## src/rtl/id_ex_pipe_reg_if.sv

```systemverilog
// ---------------------------------------------------------------------------
// id_ex_pipe_reg_if
// Purpose : one side of the ID/EX pipeline register handshake. It carries a
//           valid/ready pair plus the decoded instruction payload. The same
//           interface type is used on the decode side and on the execute side.
// Signals : valid      - producer presents an entry
//           ready      - consumer can take the entry
//           wregen     - register write enable
//           wmemen     - memory write enable
//           r1out      - operand 1      (DATA_WIDTH)
//           r2out      - operand 2      (DATA_WIDTH)
//           wreg1      - destination    (REG_ADDR_WIDTH)
//           aluopcode  - ALU operation  (ALUOP_WIDTH)
// Modports: master drives valid + payload and samples ready;
//           slave samples valid + payload and drives ready.
// ---------------------------------------------------------------------------
interface id_ex_pipe_reg_if #(
  parameter int DATA_WIDTH     = 64,
  parameter int REG_ADDR_WIDTH = 5,
  parameter int ALUOP_WIDTH    = 4
);
  logic                      valid;
  logic                      ready;
  logic                      wregen;
  logic                      wmemen;
  logic [DATA_WIDTH-1:0]     r1out;
  logic [DATA_WIDTH-1:0]     r2out;
  logic [REG_ADDR_WIDTH-1:0] wreg1;
  logic [ALUOP_WIDTH-1:0]    aluopcode;

  modport master (
    output valid, wregen, wmemen, r1out, r2out, wreg1, aluopcode,
    input  ready
  );

  modport slave (
    input  valid, wregen, wmemen, r1out, r2out, wreg1, aluopcode,
    output ready
  );
endinterface

```

## src/rtl/id_ex_pipe_reg.sv

```systemverilog
// ---------------------------------------------------------------------------
// id_ex_pipe_reg
// Purpose : ID/EX pipeline register with valid/ready handshakes on both sides,
//           a two-entry (main + skid) buffer so the upstream ready is a flop,
//           a synchronous flush that inserts a bubble, and a saturating counter
//           of cycles in which execute stalls a valid entry.
// Ports   : clk        - clock, all state changes on the rising edge
//           reset      - synchronous active-high reset
//           flush      - synchronous kill of every in-flight entry
//           id         - decode-side handshake + payload (slave)
//           ex         - execute-side handshake + payload (master)
//           stall_cnt  - cycles with ex.valid=1 and ex.ready=0, saturating
// ---------------------------------------------------------------------------
module id_ex_pipe_reg #(
  parameter int DATA_WIDTH      = 64,
  parameter int REG_ADDR_WIDTH  = 5,
  parameter int ALUOP_WIDTH     = 4,
  parameter int STALL_CNT_WIDTH = 16
) (
  input  logic                       clk,
  input  logic                       reset,
  input  logic                       flush,
  id_ex_pipe_reg_if.slave            id,
  id_ex_pipe_reg_if.master           ex,
  output logic [STALL_CNT_WIDTH-1:0] stall_cnt
);

  typedef struct packed {
    logic                      wregen;
    logic                      wmemen;
    logic [DATA_WIDTH-1:0]     r1out;
    logic [DATA_WIDTH-1:0]     r2out;
    logic [REG_ADDR_WIDTH-1:0] wreg1;
    logic [ALUOP_WIDTH-1:0]    aluopcode;
  } payload_t;

  localparam logic [STALL_CNT_WIDTH-1:0] STALL_MAX = {STALL_CNT_WIDTH{1'b1}};
  localparam logic [STALL_CNT_WIDTH-1:0] STALL_ONE =
    {{(STALL_CNT_WIDTH-1){1'b0}}, 1'b1};

  logic                       r_main_valid;
  payload_t                   r_main;
  logic                       r_skid_valid;
  payload_t                   r_skid;
  logic                       r_id_ready;
  logic [STALL_CNT_WIDTH-1:0] r_stall_cnt;

  logic                       w_accept;
  logic                       w_issue;
  payload_t                   w_in;
  logic                       w_main_valid_nxt;
  payload_t                   w_main_nxt;
  logic                       w_skid_valid_nxt;
  payload_t                   w_skid_nxt;
  logic [STALL_CNT_WIDTH-1:0] w_stall_nxt;

  assign w_accept = id.valid & id.ready;
  assign w_issue  = r_main_valid & ex.ready;

  assign w_in.wregen    = id.wregen;
  assign w_in.wmemen    = id.wmemen;
  assign w_in.r1out     = id.r1out;
  assign w_in.r2out     = id.r2out;
  assign w_in.wreg1     = id.wreg1;
  assign w_in.aluopcode = id.aluopcode;

  // The flop is preset to 1 in reset; the gate keeps the port low until
  // reset drops, so ready appears in the very first cycle after reset.
  assign id.ready = r_id_ready & ~reset;

  // Enables are qualified with valid so a bubble never writes anything.
  assign ex.valid     = r_main_valid;
  assign ex.wregen    = r_main_valid & r_main.wregen;
  assign ex.wmemen    = r_main_valid & r_main.wmemen;
  assign ex.r1out     = r_main.r1out;
  assign ex.r2out     = r_main.r2out;
  assign ex.wreg1     = r_main.wreg1;
  assign ex.aluopcode = r_main.aluopcode;
  assign stall_cnt    = r_stall_cnt;

  // Next-state of main/skid entries and stall counter (flush outranks data movement).
  always_comb begin
    w_main_valid_nxt = r_main_valid;
    w_main_nxt       = r_main;
    w_skid_valid_nxt = r_skid_valid;
    w_skid_nxt       = r_skid;
    w_stall_nxt      = r_stall_cnt;
    if (flush) begin
      // Payload is kept; only the valid bits are killed.
      w_main_valid_nxt = 1'b0;
      w_skid_valid_nxt = 1'b0;
    end else begin
      if (r_skid_valid) begin
        // id.ready is low while skid is full, so no accept can happen here.
        if (w_issue) begin
          w_main_valid_nxt = 1'b1;
          w_main_nxt       = r_skid;
          w_skid_valid_nxt = 1'b0;
        end else begin
          w_main_valid_nxt = r_main_valid;
        end
      end else if (!r_main_valid || w_issue) begin
        w_main_valid_nxt = w_accept;
        if (w_accept) begin
          w_main_nxt = w_in;
        end else begin
          w_main_nxt = r_main;
        end
      end else if (w_accept) begin
        // Main is blocked: park the younger entry in skid.
        w_skid_valid_nxt = 1'b1;
        w_skid_nxt       = w_in;
      end else begin
        w_skid_valid_nxt = r_skid_valid;
      end

      if (r_main_valid && !ex.ready && (r_stall_cnt != STALL_MAX)) begin
        w_stall_nxt = r_stall_cnt + STALL_ONE;
      end else begin
        w_stall_nxt = r_stall_cnt;
      end
    end
  end

  // State registers with synchronous reset.
  always_ff @(posedge clk) begin
    if (reset) begin
      r_main_valid <= 1'b0;
      r_main       <= '0;
      r_skid_valid <= 1'b0;
      r_skid       <= '0;
      r_id_ready   <= 1'b1;
      r_stall_cnt  <= {STALL_CNT_WIDTH{1'b0}};
    end else begin
      r_main_valid <= w_main_valid_nxt;
      r_main       <= w_main_nxt;
      r_skid_valid <= w_skid_valid_nxt;
      r_skid       <= w_skid_nxt;
      r_id_ready   <= ~w_skid_valid_nxt;
      r_stall_cnt  <= w_stall_nxt;
    end
  end

endmodule

```

## src/flat_wrapper.sv

```systemverilog
// flat-port wrapper written by rule: the top's interface ports become plain ports
module id_ex_pipe_reg_flat 
#(
  parameter int DATA_WIDTH      = 64,
  parameter int REG_ADDR_WIDTH  = 5,
  parameter int ALUOP_WIDTH     = 4,
  parameter int STALL_CNT_WIDTH = 16
)
  (clk, reset, flush, stall_cnt, id_valid, id_wregen, id_wmemen, id_r1out, id_r2out, id_wreg1, id_aluopcode, id_ready, ex_valid, ex_wregen, ex_wmemen, ex_r1out, ex_r2out, ex_wreg1, ex_aluopcode, ex_ready);
  id_ex_pipe_reg_if #(.DATA_WIDTH(DATA_WIDTH), .REG_ADDR_WIDTH(REG_ADDR_WIDTH), .ALUOP_WIDTH(ALUOP_WIDTH)) id_i ();
  id_ex_pipe_reg_if #(.DATA_WIDTH(DATA_WIDTH), .REG_ADDR_WIDTH(REG_ADDR_WIDTH), .ALUOP_WIDTH(ALUOP_WIDTH)) ex_i ();
  input  logic clk;
  input  logic reset;
  input  logic flush;
  output logic [STALL_CNT_WIDTH-1:0] stall_cnt;
  input wire logic [$bits(id_i.valid)-1:0] id_valid;
  input wire logic [$bits(id_i.wregen)-1:0] id_wregen;
  input wire logic [$bits(id_i.wmemen)-1:0] id_wmemen;
  input wire logic [$bits(id_i.r1out)-1:0] id_r1out;
  input wire logic [$bits(id_i.r2out)-1:0] id_r2out;
  input wire logic [$bits(id_i.wreg1)-1:0] id_wreg1;
  input wire logic [$bits(id_i.aluopcode)-1:0] id_aluopcode;
  output wire logic [$bits(id_i.ready)-1:0] id_ready;
  output wire logic [$bits(ex_i.valid)-1:0] ex_valid;
  output wire logic [$bits(ex_i.wregen)-1:0] ex_wregen;
  output wire logic [$bits(ex_i.wmemen)-1:0] ex_wmemen;
  output wire logic [$bits(ex_i.r1out)-1:0] ex_r1out;
  output wire logic [$bits(ex_i.r2out)-1:0] ex_r2out;
  output wire logic [$bits(ex_i.wreg1)-1:0] ex_wreg1;
  output wire logic [$bits(ex_i.aluopcode)-1:0] ex_aluopcode;
  input wire logic [$bits(ex_i.ready)-1:0] ex_ready;
  assign id_i.valid = id_valid;
  assign id_i.wregen = id_wregen;
  assign id_i.wmemen = id_wmemen;
  assign id_i.r1out = id_r1out;
  assign id_i.r2out = id_r2out;
  assign id_i.wreg1 = id_wreg1;
  assign id_i.aluopcode = id_aluopcode;
  assign id_ready = id_i.ready;
  assign ex_valid = ex_i.valid;
  assign ex_wregen = ex_i.wregen;
  assign ex_wmemen = ex_i.wmemen;
  assign ex_r1out = ex_i.r1out;
  assign ex_r2out = ex_i.r2out;
  assign ex_wreg1 = ex_i.wreg1;
  assign ex_aluopcode = ex_i.aluopcode;
  assign ex_i.ready = ex_ready;
  id_ex_pipe_reg #(.DATA_WIDTH(DATA_WIDTH), .REG_ADDR_WIDTH(REG_ADDR_WIDTH), .ALUOP_WIDTH(ALUOP_WIDTH), .STALL_CNT_WIDTH(STALL_CNT_WIDTH)) u_core (.clk(clk), .reset(reset), .flush(flush), .id(id_i), .ex(ex_i), .stall_cnt(stall_cnt));
endmodule
```

## config.mk

```make
export PLATFORM = sky130hd
export DESIGN_NAME = id_ex_pipe_reg_flat
export DESIGN_NICKNAME = d
export VERILOG_FILES = /design/src/rtl/id_ex_pipe_reg_if.sv /design/src/rtl/id_ex_pipe_reg.sv /design/src/flat_wrapper.sv
export SDC_FILE = /design/constraint.sdc
export NUM_CORES = 1
export LEC_CHECK = 0
export ABC_CLOCK_PERIOD_IN_PS = 2200
export BUFFER_PORTS_ARGS = -buffer_cell sky130_fd_sc_hd__buf_2
export CORE_MARGIN = 2
export CORE_UTILIZATION = 54
export DETAILED_ROUTE_END_ITERATION = 8
export PLACE_DENSITY = 0.83
export SYNTH_ARGS = -nofsm -noshare
export SYNTH_HDL_FRONTEND = slang
export SYNTH_SLANG_ARGS = --single-unit
```

## constraint.sdc

```tcl
create_clock -name clk -period 2.2 [get_ports clk]
set_input_delay 0.11 -clock clk [delete_from_list [all_inputs] [get_ports clk]]
set_output_delay 0.11 -clock clk [all_outputs]
set_load 0.01 [all_outputs]
```

==> metrics list <==
* Run status: finished clean
- Maxcap violations: 0
* Vias in the first global route: between 10k and 15k
- The final critical path takes up a little over nine tenths of the cycle.
- The HPWL after detailed placement is between 15000 and 20000 um.
* X dimension of the die: ~160 um
- The worst setup path is captured at a flop.
- The count of nets left with antenna violations once routing finished came out at 0.
- The number of nets handed over by synthesis was approximately 1.6k.
- Unrepaired setup endpoints after global routing: yes
* Initial DRC Count: 926
- 1st-pass router iterations: 6
* LEAKAGE: a little under 0.006 uW
* Routability-driven placement congestion ratio: a little under 0.9
- Ranked by instance count, the synthesized netlist is headed by 297 x dfxtp_1, 282 x nand2_1, 153 x nor2_1.
* Total via count in the routed design: approximately 11k
- The floorplan step defined a core boundary enclosing 23300 sq um.
- H-tree lvl count: 1
- EDFF count, synth: 0
* Crit path required time: 2680 ps
* Number of cell rows: 56
- By area the synthesized netlist is led by dfxtp_1 47%, mux2i_1 11%, nand2_1 8.3%, a211oi_1 8.2%, buf_4 8.1%.
- Number of DRC violations after detailed routing: 0
- Total Die Area: 24700 sq um
* Total of endpoints with negative setup slack in the final report: 0
* Chip Height: between 150 and 200 um
- Endpoint with the worst hold slack: u_core.stall_cnt[6]
- The worst path meets setup with 109 ps of slack.
- Net count reported at finish: 1863
* Area share of the largest cell type after synthesis: a little under half
- The worst hold path begins at reset.
* Max stage delay cell, worst path: buf_16
* Maximum number of pins on one net before global-route repair: between 200 and 300
- Worst slew pin tran: approximately 1200 ps
* Achievable clock frequency: approximately 480 MHz
- After clock tree synthesis, the clock-pin slew on the worst setup and hold paths is around 60 ps.
- STA classifies the critical path startpoint as a flop.
- Startpoint of the worst register-to-register path: u_core.r_skid_valid
* Effective utilization at floorplan: between 50% and 60%
- CTS root buffer: clkbuf_16
* Worst hold path stage count: 3
- Count of synthesis-stage warnings from yosys: 0
- CTS sink count: approximately 300
- Most area-hungry cell type in the Yosys netlist: dfxtp_1
* Largest fanout on the critical path: 141
* Number of distinct library cell variants in the gate-level netlist after synthesis: 39
* Clock buffer depth: 3
- In this run the tightest slew margin relative to its limit is a little over a fifth.
- Dividing the synthesized area by the synthesized cell count gives between 8 and 9 sq um.
- The clock reaches the later pin of the worst-skew pair after between 500 and 600 ps.
* Area of the mapped netlist: ~13000 sq um
* Total area of multi-input combinational cells: between 5000 and 6000 sq um
* Power per unit of standard cell area: 733 nW/um^2
* Number of antenna violations at the first check in global routing: 2
- Total Routing Usage GR: between 20% and 30%
- Including well taps, the total number of placed cells is 1862.
* Setup slack, reg-to-reg: around 110 ps
- Area added between synthesis and finish: 25.3%
- Capture instance of the worst register-to-register path: u_core.ex.valid
- Yosys instantiated no cell more often than dfxtp_1.
- Total Routed Length: about 34000 um
- Fill cell count: between 1.5k and 2k
- After detailed routing, the average wire length per cell comes to between 15 and 20 um.
- Post-synthesis sequential area ratio: between 40 and 50%
- Fraction of final layout cells with drive strength greater than 1: around 22%
- The number of buffers and inverters on the critical path is 2.
* Top cell family by delay on the critical path: buffers and inverters
- FF+latch area: just under 6000 sq um
* Total gr overflow: 0
* Type of the worst min-delay path: in -> reg
* Setup Buffers After CTS: 0
- Avg Vias per Cell: around 5.4
- Worst clock skew: 12.9 ps
- Arrival time of data at the critical path endpoint: around 2600 ps
- The number of pins with negative max-slew slack in the final report was 0.
* CTS tree: built
- Prior to clock tree synthesis, the placed netlist has a worst setup slack of 159 ps.
- Post-synthesis sequential element count: a little under 300
- Cts bufs inserted: 30
* Final hold viol count: 0
- Once layout is complete, the cells apart from fillers number approximately 2k.
- Across the VDD grid, the largest voltage drop is 0.665 mV.
* Slowest Stage Delay on Critical Path: roughly 650 ps
- Counting cells, the worst reg-to-reg path comes to 5.
- Walking the worst path, the cells encountered are buf_16, nand2b_1, a21oi_1, nor3_1, dlygate4sd3_1.
- Wire length of the first global-routing pass: 53000 um
- Synthesis produced a netlist whose cell count is 1466.
* Post-synthesis async set-or-reset flop share: 0%
* Critical path start-end classification: reg -> reg
- I/O Buffers: 300
- The design draws about 12000 uW.
- Counting I/O delays and the setup requirement, the final critical path takes around 2100 ps.
- Ys flop type: dfxtp_1
- Pin placement for this block handled ~300 I/O pins.
==> logic make-up (layout without fill, tap and decap cells) <==
| logic type | Yosys count | in the layout | share of synthesized area [%] |
|---|---|---|---|
| fa+ha+maj | 1 | 1 | 0.0986 |
| simple gates | 478 | 478 | 15.3 |
| xor+xnor | 10 | 10 | 0.691 |
| compound gates | 288 | 288 | 14.2 |
| other cells | 0 | 3 | 0 |
| mux | 142 | 142 | 11.2 |
| buf+inv | 250 | 522 | 11.6 |
| flops | 297 | 297 | 46.9 |
==> power by group <==
group | internal (uW) | total, uW | switching [uW]
clock network | 2910 | 4970 | 2060
logic | 526 | 1090 | 569
registers | 5520 | 5600 | 77.1
==> cell type report <==
type,count,area share (%)
sequential,297,37.4
tap,319,2.51
clock inverter,2,0.0866
inverter,3,0.0708
multi-input combinational,919,33.3
clock buffer,50,5.97
antenna,3,0.0472
timing repair buffer,467,20.6
==> stage by stage <==
stage,hold slack (ps),TNS (ps),util (%),cell area (sq um)
after detailed placement,366,0,57.9,13500
after floorplan,187,0,-,12700
final,156,0,68.3,15900
after CTS,127,0,68.2,15900
after global routing,170,-62.6,68.3,15900
after global placement,360,0,57.9,13500
==> per-layer routing <==
layer	GRT usage [%]	vias to the layer above	wire length (um)
met5	0	-	0
met4	13.5	0	1510
met3	4.76	139	2150
met2	46.5	491	17200
met1	29.6	5210	13200
li1	-	5357	-
==> layout by cell type (no fill, tap or decap), drive strengths merged <==
cell         instances
a2111o               1
or4                  2
and3                 1
mux2                 1
dfxtp              297
nor3                 7
nand3b               1
a21oi              144
nor2b                5
nor4b                3
inv                  4
xnor2                9
or3b                 1
nor3b                1
nor4                 3
a31o                 1
dlygate4sd3        143
and4bb               1
a211oi             139
and4                 1
o31ai                2
xor2                 1
ha                   1
nand2              282
nor2               153
buf                323
nand3                8
nand4                4
mux2i              141
clkinv               1
and2                 3
nand2b               2
a31oi                1
clkbuf              51
diode                3
==> worst max path at each step <==
stage / startpoint / to / slack, ps / cells past startpoint
global route: u_core.r_skid_valid / u_core.ex.valid / -60 / 5
detailed placement: u_core.ex.valid / u_core.stall_cnt[14] / 160 / 5
floorplan: u_core.ex.valid / u_core.stall_cnt[14] / 120 / 6
global placement: u_core.ex.valid / u_core.stall_cnt[14] / 190 / 5
finish: u_core.r_skid_valid / u_core.ex.valid / 110 / 5
CTS: u_core.r_skid_valid / u_core.ex.valid / 40 / 5
==> state kept, by name, indices dropped and copies added, names as in the netlist <==
signal               cells
u_core.r_main            2
u_core.ex.wreg1          5
u_core.r_id_ready        1
u_core.r_skid          139
u_core.r_skid_valid      1
u_core.ex.valid          1
u_core.ex.aluopcode      4
u_core.ex.r2out         64
u_core.ex.r1out         64
u_core.stall_cnt        16
==> timing repair <==
item / 4_1_cts / 5_1_grt
hold buffers: 143 / 0
gates resized for setup: 0 / 5
endpoints found under the setup margin: 0 / 5
endpoints found under the hold margin: 281 / 0
==> worst min-delay path, delay by kind of cell <==
family	cells	cell delay [ps]
simple gates	1	140
buf+inv	2	390
Power figures use the tool's default switching activity.
